**src/rtl/fnd_scan_ctrl_pkg.sv**
```systemverilog
// Shared definitions for the FND scan controller: FSM states and the
// font/select constants that mean "dark".
package fnd_scan_ctrl_pkg;

  typedef enum logic [1:0] {
    ST_IDLE = 2'd0,
    ST_SHOW = 2'd1,
    ST_GAP  = 2'd2
  } scan_state_t;

  localparam logic [7:0] FONT_BLANK  = 8'hff;
  localparam int         FONT_DP_BIT = 7;
  localparam logic       SEL_OFF     = 1'b1;

endpackage

```
**src/rtl/fnd_scan_ctrl_bin2fnd.sv**
```systemverilog
// 4-bit value to common-anode seven-segment pattern {dp,g..a}, active-low.
// The dp bit is always returned dark; the caller decides whether to light it.
module fnd_scan_ctrl_bin2fnd (
  input  logic [3:0] bin,
  output logic [7:0] font
);

  always_comb begin
    font = 8'hff;
    case (bin)
      4'h0: font = 8'hc0;
      4'h1: font = 8'hf9;
      4'h2: font = 8'ha4;
      4'h3: font = 8'hb0;
      4'h4: font = 8'h99;
      4'h5: font = 8'h92;
      4'h6: font = 8'h82;
      4'h7: font = 8'hf8;
      4'h8: font = 8'h80;
      4'h9: font = 8'h90;
      4'ha: font = 8'h88;
      4'hb: font = 8'h83;
      4'hc: font = 8'hc6;
      4'hd: font = 8'ha1;
      4'he: font = 8'h86;
      4'hf: font = 8'h8e;
      default: font = 8'hff;
    endcase
  end

endmodule

```
**src/rtl/fnd_scan_ctrl.sv**
```systemverilog
// Time-multiplexed scan of a DIGITS-wide FND display through one shared decoder,
// with a per-frame input snapshot and an all-off gap between digit slots.
module fnd_scan_ctrl
  import fnd_scan_ctrl_pkg::*;
#(
  parameter int CLK_HZ       = 100_000_000,
  parameter int SCAN_HZ      = 1000,
  parameter int DIGITS       = 4,
  parameter int BLANK_CYCLES = 16
) (
  input  logic                  i_clk,
  input  logic                  i_reset,
  input  logic                  i_en,
  input  logic [4*DIGITS-1:0]   i_value,
  input  logic [DIGITS-1:0]     i_dpMask,
  input  logic                  i_lzBlank,
  output logic [DIGITS-1:0]     o_fndSel,
  output logic [7:0]            o_fndFont,
  output logic                  o_frameTick
);

  localparam int PERIOD   = CLK_HZ / SCAN_HZ;
  localparam int SHOW_LEN = PERIOD - BLANK_CYCLES;
  localparam int IDX_W    = $clog2(DIGITS);
  localparam int CNT_W    = $clog2(PERIOD);

  scan_state_t          state, nxt_state;
  logic [IDX_W-1:0]     idx, nxt_idx;
  logic [CNT_W-1:0]     cnt, nxt_cnt;
  logic [4*DIGITS-1:0]  snap_value, nxt_value;
  logic [DIGITS-1:0]    snap_dp, nxt_dp;
  logic                 snap_lz, nxt_lz;
  logic                 take_snap;
  logic                 upper_zero;
  logic                 digit_blank;
  logic [3:0]           nibble;
  logic [7:0]           raw_font;
  logic [7:0]           show_font;

  // Outputs are registered from the next-state view, so the font of the
  // first digit already uses the snapshot being captured on that same edge.
  always_comb begin
    nxt_state = state;
    nxt_idx   = idx;
    nxt_cnt   = cnt;
    take_snap = 1'b0;
    if (!i_en) begin
      nxt_state = ST_IDLE;
      nxt_idx   = '0;
      nxt_cnt   = '0;
    end else begin
      case (state)
        ST_IDLE: begin
          nxt_state = ST_SHOW;
          nxt_idx   = '0;
          nxt_cnt   = '0;
          take_snap = 1'b1;
        end
        ST_SHOW: begin
          if (cnt == CNT_W'(SHOW_LEN - 1)) begin
            nxt_state = ST_GAP;
            nxt_cnt   = '0;
          end else begin
            nxt_cnt = cnt + CNT_W'(1);
          end
        end
        ST_GAP: begin
          if (cnt == CNT_W'(BLANK_CYCLES - 1)) begin
            nxt_state = ST_SHOW;
            nxt_cnt   = '0;
            if (idx == IDX_W'(DIGITS - 1)) begin
              nxt_idx   = '0;
              take_snap = 1'b1;
            end else begin
              nxt_idx = idx + IDX_W'(1);
            end
          end else begin
            nxt_cnt = cnt + CNT_W'(1);
          end
        end
        default: begin
          nxt_state = ST_IDLE;
          nxt_idx   = '0;
          nxt_cnt   = '0;
        end
      endcase
    end
  end

  assign nxt_value = take_snap ? i_value   : snap_value;
  assign nxt_dp    = take_snap ? i_dpMask  : snap_dp;
  assign nxt_lz    = take_snap ? i_lzBlank : snap_lz;
  assign nibble    = nxt_value[{nxt_idx, 2'b00} +: 4];

  fnd_scan_ctrl_bin2fnd u_bin2fnd (
    .bin  (nibble),
    .font (raw_font)
  );

  // A digit is a leading zero when it and everything above it are zero;
  // digit 0 always shows and a lit dp keeps its own digit visible.
  always_comb begin
    upper_zero = 1'b1;
    for (int j = 0; j < DIGITS; j++) begin
      if (j >= int'(nxt_idx) && nxt_value[4*j +: 4] != 4'h0) upper_zero = 1'b0;
    end
    digit_blank = nxt_lz && (nxt_idx != '0) && upper_zero && !nxt_dp[nxt_idx];
    show_font   = raw_font;
    if (nxt_dp[nxt_idx]) show_font[FONT_DP_BIT] = 1'b0;
    if (digit_blank) show_font = FONT_BLANK;
  end

  always_ff @(posedge i_clk or posedge i_reset) begin
    if (i_reset) begin
      state       <= ST_IDLE;
      idx         <= '0;
      cnt         <= '0;
      snap_value  <= '0;
      snap_dp     <= '0;
      snap_lz     <= 1'b0;
      o_fndSel    <= {DIGITS{SEL_OFF}};
      o_fndFont   <= FONT_BLANK;
      o_frameTick <= 1'b0;
    end else begin
      state       <= nxt_state;
      idx         <= nxt_idx;
      cnt         <= nxt_cnt;
      snap_value  <= nxt_value;
      snap_dp     <= nxt_dp;
      snap_lz     <= nxt_lz;
      o_fndSel    <= (nxt_state == ST_SHOW) ? ~(DIGITS'(1) << nxt_idx) : {DIGITS{SEL_OFF}};
      o_fndFont   <= (nxt_state == ST_SHOW) ? show_font : FONT_BLANK;
      o_frameTick <= take_snap;
    end
  end

endmodule

```
**config.mk**
```make
export PLATFORM = sky130hd
export DESIGN_NAME = fnd_scan_ctrl
export DESIGN_NICKNAME = d
export VERILOG_FILES = /design/src/rtl/fnd_scan_ctrl_pkg.sv /design/src/rtl/fnd_scan_ctrl_bin2fnd.sv /design/src/rtl/fnd_scan_ctrl.sv
export SDC_FILE = /design/constraint.sdc
export NUM_CORES = 1
export LEC_CHECK = 0
export BUFFER_PORTS_ARGS = -buffer_cell sky130_fd_sc_hd__buf_2
export CORE_MARGIN = 4
export CORE_UTILIZATION = 52
export DETAILED_ROUTE_END_ITERATION = 16
export PLACE_DENSITY = 0.84
export SLEW_MARGIN = 40
export SYNTH_ARGS = -nofsm -noshare
export SYNTH_HDL_FRONTEND = slang
export SYNTH_SLANG_ARGS = --single-unit
export TNS_END_PERCENT = 5
```
**constraint.sdc**
```tcl
create_clock -name i_clk -period 7.6 [get_ports i_clk]
set_clock_uncertainty 0.15 [all_clocks]
set_input_delay 0.76 -clock i_clk [delete_from_list [all_inputs] [get_ports i_clk]]
set_output_delay 0.76 -clock i_clk [all_outputs]
set_load 0.02 [all_outputs]
```
==> run summary, run 1 <==
Post-synth EDFFs -> 0
postcts setup bufs -> 0
register area share after synthesis -> 44.43%
Final Cell Area -> 3427 µm²
syn nets -> 334
# rows -> 28
Max Fclk -> 0.2652 GHz
worst-path fanout max -> 17
via count -> 2,296
worst skew pair latency -> 0.31 ns
Layout area overhead -> 9.429%
CP cell instances -> nor4_4 -> nand4_4 -> o21ai_4 -> buf_8 -> mux2_1 -> nand2_1 -> nand2_1 -> a21oi_1 -> inv_1 -> ha_1 -> mux2i_1 -> mux2i_1 -> nand2b_1
pre-CTS setup slack -> 3.860 ns
CP bufs+invs -> 2
post-route core utilization -> 58.23%
data arrival time of the critical path -> 3.86 ns
starting density of the core -> 53.21%
Max Cap Viol -> 0
Core Area -> 5886 µm²
Crit path max-delay family -> simple AND/OR/NAND/NOR gates
gpl congestion -> 0.8490
worst-margin pin slew -> 0.6548 ns
initial antenna violation count -> 0
DRT iter0 DRCs -> 198
Clock Pin Slew Worst Setup and Hold Paths -> 0.10 ns
count leader, synth -> dfrtp_1
FF-to-FF End -> o_fndFont[3]
post-synthesis cell type count -> 56
status -> completed
gr ovfl total -> 0
Post-route DRC -> 0
CP Data Required Time -> 7.69 ns
largest net degree at the start of global routing -> 56
share of post-route cells with drive strength above 1 -> 26.43%
minimum clock period -> 3.771 ns
Cell Area, Placed -> 3333 µm²
#FFs+latches synth -> 55
Mean Syn Cell Area -> 10.47 µm²
dpl hpwl -> 4.770 mm
Net count, final -> 367
power per cell area -> 179.5 nW/µm²
Setup crit end kind -> flop
CP max stage delay -> 0.50 ns
die height -> 85.61 µm
Die X -> 85.61 µm
TritonCTS buffer count -> 5
routed len/inst -> 15.69 µm
top post-synthesis cells by area -> dfrtp_1 (34%), dfstp_2 (10%), ha_1 (4.4%)
FILL cells -> 501
crit start category -> flop
Final Slew Violations -> 0
IO Count -> 37
Worst slew margin -> 56.35%
die footprint -> 7328 µm²
CTS Sinks -> 55
PortBufs -> 36
number of global-route vias before repair -> 2,367
synth cell count leaders -> dfrtp_1 (43), nand2_1 (34), nor2_1 (28), nand3_1 (16)
deepest clock path buffer count -> 2
CTS Hold Bufs -> 0
Worst Reg-to-Reg Cells -> 13
FF-to-FF Start -> cnt[4]
final hold vios -> 0
antenna cells -> 0
mapped cell area -> 3132 µm²
hold path start -> cnt[0]
TritonRoute pass-1 iters -> 4
final setup margin -> 3.829 ns
Static Leak -> 1.521 nW
Yosys top cell by area -> dfrtp_1
dominant synthesized flop cell -> dfrtp_1
Hold Path Class -> reg2reg
WHS Path Cells -> 1
Slowest cell on crit path -> o21ai_4
fraction of registers with async set/reset -> 100.0%
critical path type -> reg2reg
Post-Route WL -> 6.400 mm
DR vias/cell -> 5.627
global-route wire length before repair -> 10.76 mm
post-route ant nets -> 0
hold path endpoint -> cnt[0]
Mapped Cells -> 299
htree depth -> 2
RSZ-0062 raised after global routing -> no
Synth top area share -> 34.36%
synth warn -> 0
post-cts sizing count -> 0
CTS tree -> built
peak supply drop -> 0.0001098 V
CTS root buffer -> clkbuf_8
fin crit share -> 49.61%
total track usage -> 18.33%
Finish-stage setup viols -> 0
Worst R2R Setup Slack -> 3.83 ns
setup TNS -> 0 ns
worst max-delay path by stage:
| stage | from | endpoint | cells past startpoint |
|---|---|---|---|
| 3_3_place_gp | cnt[7] | o_fndFont[0] | 12 |
| 4_1_cts | cnt[7] | o_fndFont[0] | 13 |
| 6_report | cnt[4] | o_fndFont[3] | 13 |
| 5_1_grt | cnt[4] | o_fndFont[0] | 13 |
| 3_5_place_dp | cnt[7] | o_fndFont[0] | 13 |
| 2_1_floorplan | state[0] | o_fndFont[0] | 16 |
power breakdown:
part	leakage (nW)	switching (mW)	internal [mW]
clock network	0.0418	0.0970	0.0645
logic	0.801	0.0733	0.0500
registers	0.679	0.0100	0.320
logic make-up (layout without fill, tap and decap cells):
| logic type | count (synthesis) | after routing | synth area share, % |
|---|---|---|---|
| simple gates | 120 | 120 | 20.42 |
| flops | 55 | 55 | 44.43 |
| compound gates | 40 | 40 | 10.59 |
| mux | 30 | 30 | 11.19 |
| buf+inv | 28 | 62 | 4.794 |
| xor+xnor | 15 | 15 | 4.195 |
| fa+ha+maj | 11 | 11 | 4.395 |
registers in the layout, summed over array words and instances (netlist names), 2 cells and up:
signal	count
cnt	17
idx	2
snap_value	16
state	2
snap_dp	4
o_fndFont	8
o_fndSel	4
layout by cell type (no fill, tap or decap), types with 8 or more instances in the layout:
cell	n
buf_2	37
dfrtp_1	43
dfstp_2	12
ha_1	11
inv_1	12
mux2_2	8
mux2i_1	13
nand2_1	34
nand2b_1	11
nand3_1	16
nor2_1	28
xor2_1	8
layout make-up:
class	instances	area [µm²]	area share (%)
inverters	16	62.56	1.825
clock inverters	3	20.02	0.5842
well taps	75	93.84	2.738
multi-input cells	216	1590	46.40
clock buffers	5	68.82	2.008
repair buffers	38	200.2	5.842
flip-flops and latches	55	1391	40.60
through the flow:
step / cells / hold slack [ns] / total power [mW]
floorplan: 299 / 0.2751 / 0.4266
global placement: 398 / 0.2880 / 0.4499
detailed placement: 399 / 0.3099 / 0.4572
CTS: 407 / 0.3252 / 0.6185
global route: 408 / 0.3442 / 0.6476
finish: 408 / 0.3231 / 0.6151
routing by layer:
layer  global-route usage (%)  wire, µm  part of all wire (%)
met1                    24.23      2894                    45
met2                    28.32      2989                    47
met3                    4.611       371                   5.8
met4                    8.633       145                   2.3
met5                        0         0                     0
(Power assumes the default switching activity.)
==> run 2: changes to the inputs <==
PLACE_DENSITY = 0.87   (was 0.84)
clock period = 3.4 ns   (was 7.6 ns; I/O delays follow)
==> run 2 against run 1 <==
Net effect: non-clock buffer count grew 15; cell area is 4.5% higher; critical endpoint unchanged; final cell count increased by 3.9%; highest routed layer unchanged; sequential share of layout area shrank 1.7 points; combinational power is 140% higher; via count up 4.8%; sequential cell count unchanged; hold slack lost 0.23 ns; sequential power up 120%; global-route usage up 1.3 points; die area unchanged.
==> run summary, run 2 (synthesized netlist as in run 1, its figures left out) <==
post-route ant nets -> 0 (unchanged)
deepest clock path buffer count -> 2 (unchanged)
crit start category -> flop
Slowest cell on crit path -> dfrtp_1
data arrival time of the critical path -> 3.35 ns (-0.51 ns)
max layer used -> met4
number of global-route vias before repair -> 2,448 (+3.4%)
worst skew pair latency -> 0.31 ns (about the same)
initial antenna violation count -> 0 (unchanged)
gpl congestion -> 0.9331 (+9.9%)
Max Cap Viol -> 0 (unchanged)
top flop regs -> cnt (17), snap_value (16), o_fndFont (8)
htree depth -> 2 (unchanged)
TritonRoute pass-1 iters -> 4 (unchanged)
total track usage -> 19.61% (+1.3 points)
Die X -> 85.61 µm (unchanged)
Net count, final -> 383 (+4.4%)
gr ovfl total -> 0 (unchanged)
commonest non-fill, non-tap cell in the layout -> dfrtp_1
# rows -> 28 (unchanged)
pre-CTS setup slack -> 0.07258 ns (-3.788 ns)
WL met3 -> 372 µm (+0.27%)
DR vias/cell -> 5.677 (+0.88%)
status -> completed
Setup crit end kind -> flop
Clock Pin Slew Worst Setup and Hold Paths -> 0.10 ns (about the same)
TritonCTS buffer count -> 5 (unchanged)
starting density of the core -> 53.21% (unchanged)
Post-route DRC -> 0 (unchanged)
Layout area overhead -> 14.34%
CP cell instances -> inv_1 -> ha_2 -> nand3_1 -> o21ai_4 -> buf_4 -> mux2_2 -> nand2_1 -> nand2_1 -> a21oi_1 -> buf_4 -> inv_1 -> ha_1 -> mux2i_1 -> mux2i_1 -> nand2b_1
minimum clock period -> 3.253 ns (-0.5178 ns)
power consumption -> 1.406 mW (+130%)
routed len/inst -> 16.46 µm (+4.9%)
Hold Path Class -> in2reg
antenna cells -> 0 (unchanged)
Fin Hold WS -> 0.09394 ns (-0.2292 ns)
largest net degree at the start of global routing -> 47 (-16%)
Worst slew margin -> 61.86% (+5.5 points)
dpl hpwl -> 4.994 mm (+4.7%)
PortBufs -> 36 (unchanged)
CP max stage delay -> 0.44 ns (-0.06 ns)
Met1 Wirelength -> 3.104 mm (+7.3%)
Finish-stage setup viols -> 0 (unchanged)
peak supply drop -> 0.0002393 V (+120%)
FILL cells -> 487 (-2.8%)
most frequent cells in the layout -> dfrtp_1 (43), buf_2 (36), nand2_1 (34), nor2_1 (28)
global-route wire length before repair -> 11.54 mm (+7.2%)
final setup margin -> 0.1471 ns (-3.682 ns)
via count -> 2,407 (+4.8%)
Post-Route WL -> 6.977 mm (+9.0%)
worst-margin pin slew -> 0.5707 ns (-0.08412 ns)
max FFs per register -> 17 (unchanged)
final hold vios -> 0 (unchanged)
die footprint -> 7328 µm² (unchanged)
die height -> 85.61 µm (unchanged)
met2 routed WL -> 3.306 mm (+11%)
CTS Sinks -> 55 (unchanged)
Worst Reg-to-Reg Cells -> 15 (+2)
Core Area -> 5886 µm² (unchanged)
fin crit share -> 95.67% (+46 points)
power per cell area -> 392.6 nW/µm² (+120%)
CTS root buffer -> clkbuf_8
IO Count -> 37 (unchanged)
area of the multi-input gates -> 1628 µm² (+2.4%)
DRT iter0 DRCs -> 289 (+46%)
worst-path fanout max -> 11 (-6)
critical path type -> reg2reg
WHS Path Cells -> 3 (+2)
Seq. cell area -> 1391 µm² (unchanged)
Static Leak -> 1.605 nW (+5.5%)
share of post-route cells with drive strength above 1 -> 30.37% (+3.9 points)
CTS tree -> built
Max Fclk -> 0.3074 GHz (+16%)
CP Data Required Time -> 3.50 ns (-4.19 ns)
Most flops, register -> cnt
Final Slew Violations -> 0 (unchanged)
[run 2: worst paths after layout]
path	endpoint	slack, ns	start
max in group asynchronous	o_fndSel[1]	2.00	i_reset
worst max register to register	o_fndFont[3]	0.15	state[0]
worst max-delay path	o_fndFont[3]	0.15	state[0]
worst min register to register	cnt[0]	0.31	cnt[0]
min in group asynchronous	cnt[8]	0.49	i_reset
worst min-delay path	snap_lz	0.09	i_lzBlank
[run 2: layout make-up]
class / instances / area share, %
Sequential cell: 55 / 38.85
Tap cell: 75 / 2.621
Clock buffer: 7 / 2.411
Multi-Input combinational cell: 217 / 45.46
Clock inverter: 1 / 0.2446
Inverter: 16 / 1.747
Timing Repair Buffer: 53 / 8.665
[run 2: power by group]
part / total, mW / switching (mW) / internal, mW / leakage (nW)
registers: 0.740 / 0.0237 / 0.716 / 0.679
logic: 0.295 / 0.169 / 0.126 / 0.878
clock network: 0.371 / 0.204 / 0.167 / 0.0484
[run 2: metal layers]
| metal | track usage (%) | vias up |
|---|---|---|
| li1 | - | 1138 |
| met1 | 26.65 | 1168 |
| met2 | 31.00 | 79 |
| met5 | 0 | - |
| met4 | 6.763 | 0 |
| met3 | 4.515 | 22 |
[run 2: stage by stage]
| stage | cell area [µm²] | setup TNS [ns] | std cells | utilization [%] |
|---|---|---|---|---|
| after floorplan | 3132 | 0 | 299 | - |
| after global placement | 3406 | 0 | 410 | 57.87 |
| after detailed placement | 3408 | 0 | 410 | 57.91 |
| after CTS | 3513 | 0 | 419 | 59.69 |
| after global routing | 3581 | -0.007545 | 424 | 60.84 |
| final | 3581 | 0 | 424 | 60.84 |
[run 2: timing repair]
| item | in CTS | in global routing |
|---|---|---|
| hold endpoints to repair | 43 | 0 |
| hold buffers | 1 | 0 |
| setup buffers | 0 | 4 |
| gates resized for setup | 0 | 6 |
| endpoints found under the setup margin | 0 | 7 |
[run 2: worst max-delay path: cells and delay by family, from the launching register on]
family / cells / cell delay (ns)
muxes: 3 / 0.58
adders and majority gates: 2 / 0.56
buffers and inverters: 4 / 0.51
and+or+nand+nor: 4 / 0.50
AOI/OAI and AO/OA: 2 / 0.44
DFF: 1 / 0.44
==> run 3: changes to the inputs <==
MAX_ROUTING_LAYER = met4   (was not set)
==> run 3 against run 2 <==
Net effect: non-clock buffer count did not move; maximum frequency rose by 3.0%; critical path depth fell by 2; utilization fell by 0.15 points; worst setup slack improved by 0.094 ns; final cell count fell by 0.24%; sequential cell count did not move.
==> run summary, run 3 (synthesized netlist as in run 1, its figures left out) <==
data arrival time of the critical path -> 3.27 ns (-0.08 ns)
gpl congestion -> 0.9221 (-1.2%)
worst skew pair latency -> 0.31 ns (about the same)
CP cell instances -> nor4_4 -> nand4_4 -> o21ai_4 -> buf_4 -> mux2_4 -> mux2i_1 -> o221ai_2 -> inv_2 -> ha_1 -> inv_1 -> mux2i_1 -> mux2i_1 -> nand2b_1
Post-Route WL -> 6.332 mm (-9.2%)
Setup crit end kind -> flop
DR vias/cell -> 5.499 (-3.1%)
Max Fclk -> 0.3165 GHz (+3.0%)
Static Leak -> 1.597 nW (-0.48%)
TritonRoute pass-1 iters -> 4 (unchanged)
Net count, final -> 382 (-0.26%)
total track usage -> 19.12% (-0.49 points)
deepest clock path buffer count -> 2 (unchanged)
largest net degree at the start of global routing -> 47 (unchanged)
CTS tree -> built
global-route wire length before repair -> 10.95 mm (-5.1%)
antenna cells -> 0 (unchanged)
die height -> 85.61 µm (unchanged)
RSZ-0062 raised after global routing -> no
cell repeated most along the worst path -> mux2i_1
CTS root buffer -> clkbuf_8
fin crit share -> 92.92% (-2.8 points)
DRT iter0 DRCs -> 191 (-34%)
Layout area overhead -> 14.06%
Post-route DRC -> 0 (unchanged)
gr ovfl total -> 0 (unchanged)
Final Slew Violations -> 0 (unchanged)
post-route ant nets -> 0 (unchanged)
top flop regs -> cnt (17), snap_value (16), o_fndFont (8)
htree depth -> 2 (unchanged)
Core Area -> 5886 µm² (unchanged)
status -> completed
Most flops, register -> cnt
Slowest cell on crit path -> dfrtp_2
Worst slew margin -> 64.14% (+2.3 points)
pre-CTS setup slack -> 0.1481 ns (+0.07550 ns)
minimum clock period -> 3.159 ns (-0.09354 ns)
share of post-route cells with drive strength above 1 -> 31.61% (+1.2 points)
PortBufs -> 36 (unchanged)
via count -> 2,326 (-3.4%)
TritonCTS buffer count -> 5 (unchanged)
max FFs per register -> 17 (unchanged)
Die X -> 85.61 µm (unchanged)
routed len/inst -> 14.97 µm (-9.0%)
CP bufs+invs -> 3 (-1)
initial antenna violation count -> 0 (unchanged)
commonest non-fill, non-tap cell in the layout -> dfrtp_1
final hold vios -> 0 (unchanged)
critical path type -> reg2reg
Max Cap Viol -> 0 (unchanged)
Fin Hold WS -> 0.09182 ns (-0.002121 ns)
starting density of the core -> 53.21% (unchanged)
# rows -> 28 (unchanged)
Hold Path Class -> in2reg
crit start category -> flop
most frequent cells in the layout -> dfrtp_1 (40), buf_2 (36), nand2_1 (34), nor2_1 (28), nand3_1 (16)
power per cell area -> 391.9 nW/µm² (-0.17%)
CTS Sinks -> 55 (unchanged)
final setup margin -> 0.2406 ns (+0.09354 ns)
Clock Pin Slew Worst Setup and Hold Paths -> 0.10 ns (about the same)
die footprint -> 7328 µm² (unchanged)
IO Count -> 37 (unchanged)
CP max stage delay -> 0.45 ns (about the same)
Finish-stage setup viols -> 0 (unchanged)
power consumption -> 1.400 mW (-0.41%)
worst-path fanout max -> 8 (-3)
dpl hpwl -> 4.788 mm (-4.1%)
number of global-route vias before repair -> 2,305 (-5.8%)
setup TNS -> 0 ns (unchanged)
worst-margin pin slew -> 0.5379 ns (-0.03277 ns)
post-route core utilization -> 60.69% (-0.15 points)
peak supply drop -> 0.0002612 V (+9.2%)
CP Data Required Time -> 3.51 ns (about the same)
Crit path max-delay family -> multiplexers
==> run 3: cell types whose count changed in the layout (fill, tap and decap cells not counted), sizes merged <==
cell / delta
o21ai: -1
==> run 3: layout make-up <==
class / count / area (µm²)
clock buffer: 7 / 86.33
clock inverter: 1 / 8.758
fill: 479 / 2313
inverter: 16 / 62.56
multi-input combinational: 216 / 1612
sequential: 55 / 1395
tap: 75 / 93.84
timing repair buffer: 53 / 314.1
==> run 3: path summary, 6_finish.rpt <==
kind	from	to	slack, ns	depth (start not counted)
max	cnt[11]	o_fndFont[3]	0.24	13
min	i_lzBlank	snap_lz	0.09	3
max reg2reg	cnt[11]	o_fndFont[3]	0.24	13
min reg2reg	cnt[0]	cnt[0]	0.31	1
max in group asynchronous	i_reset	o_fndSel[1]	2.02	4
min in group asynchronous	i_reset	idx[1]	0.47	3
==> run 3: per-layer routing <==
metal	share of wire (%)	track usage, %	vias to the layer above
li1	-	-	1133
met1	46	27.05	1092
met2	46	28.04	90
met3	6.1	3.554	11
met4	1.8	5.899	0
met5	0	-	-
==> run 3: worst reg2reg max path, cell delays in order, from the launching register on <==
cell	delay, ns
dfrtp_2	0.45
nor4_4	0.38
nand4_4	0.19
o21ai_4	0.29
buf_4	0.21
mux2_4	0.30
mux2i_1	0.19
o221ai_2	0.17
inv_2	0.13
ha_1	0.23
inv_1	0.11
mux2i_1	0.08
mux2i_1	0.12
nand2b_1	0.11
==> run 3: stage by stage <==
step | area, µm² | std cells
3_5_place_dp | 3408 | 410
2_1_floorplan | 3132 | 299
3_3_place_gp | 3406 | 410
5_1_grt | 3572 | 423
6_report | 3572 | 423
4_1_cts | 3513 | 419
==> run 3: report_power, final <==
| group | leakage [nW] | total [mW] | switching (mW) | internal, mW |
|---|---|---|---|---|
| clock network | 0.0484 | 0.373 | 0.206 | 0.167 |
| registers | 0.674 | 0.739 | 0.0234 | 0.716 |
| logic | 0.875 | 0.287 | 0.163 | 0.125 |
==> run 3: what timing repair did <==
action / CTS / global route
resized for setup: 0 / 10
endpoints found under the hold margin: 43 / 0
setup endpoints to repair: 0 / 7
buffers inserted: 0 / 4
hold buffers: 1 / 0
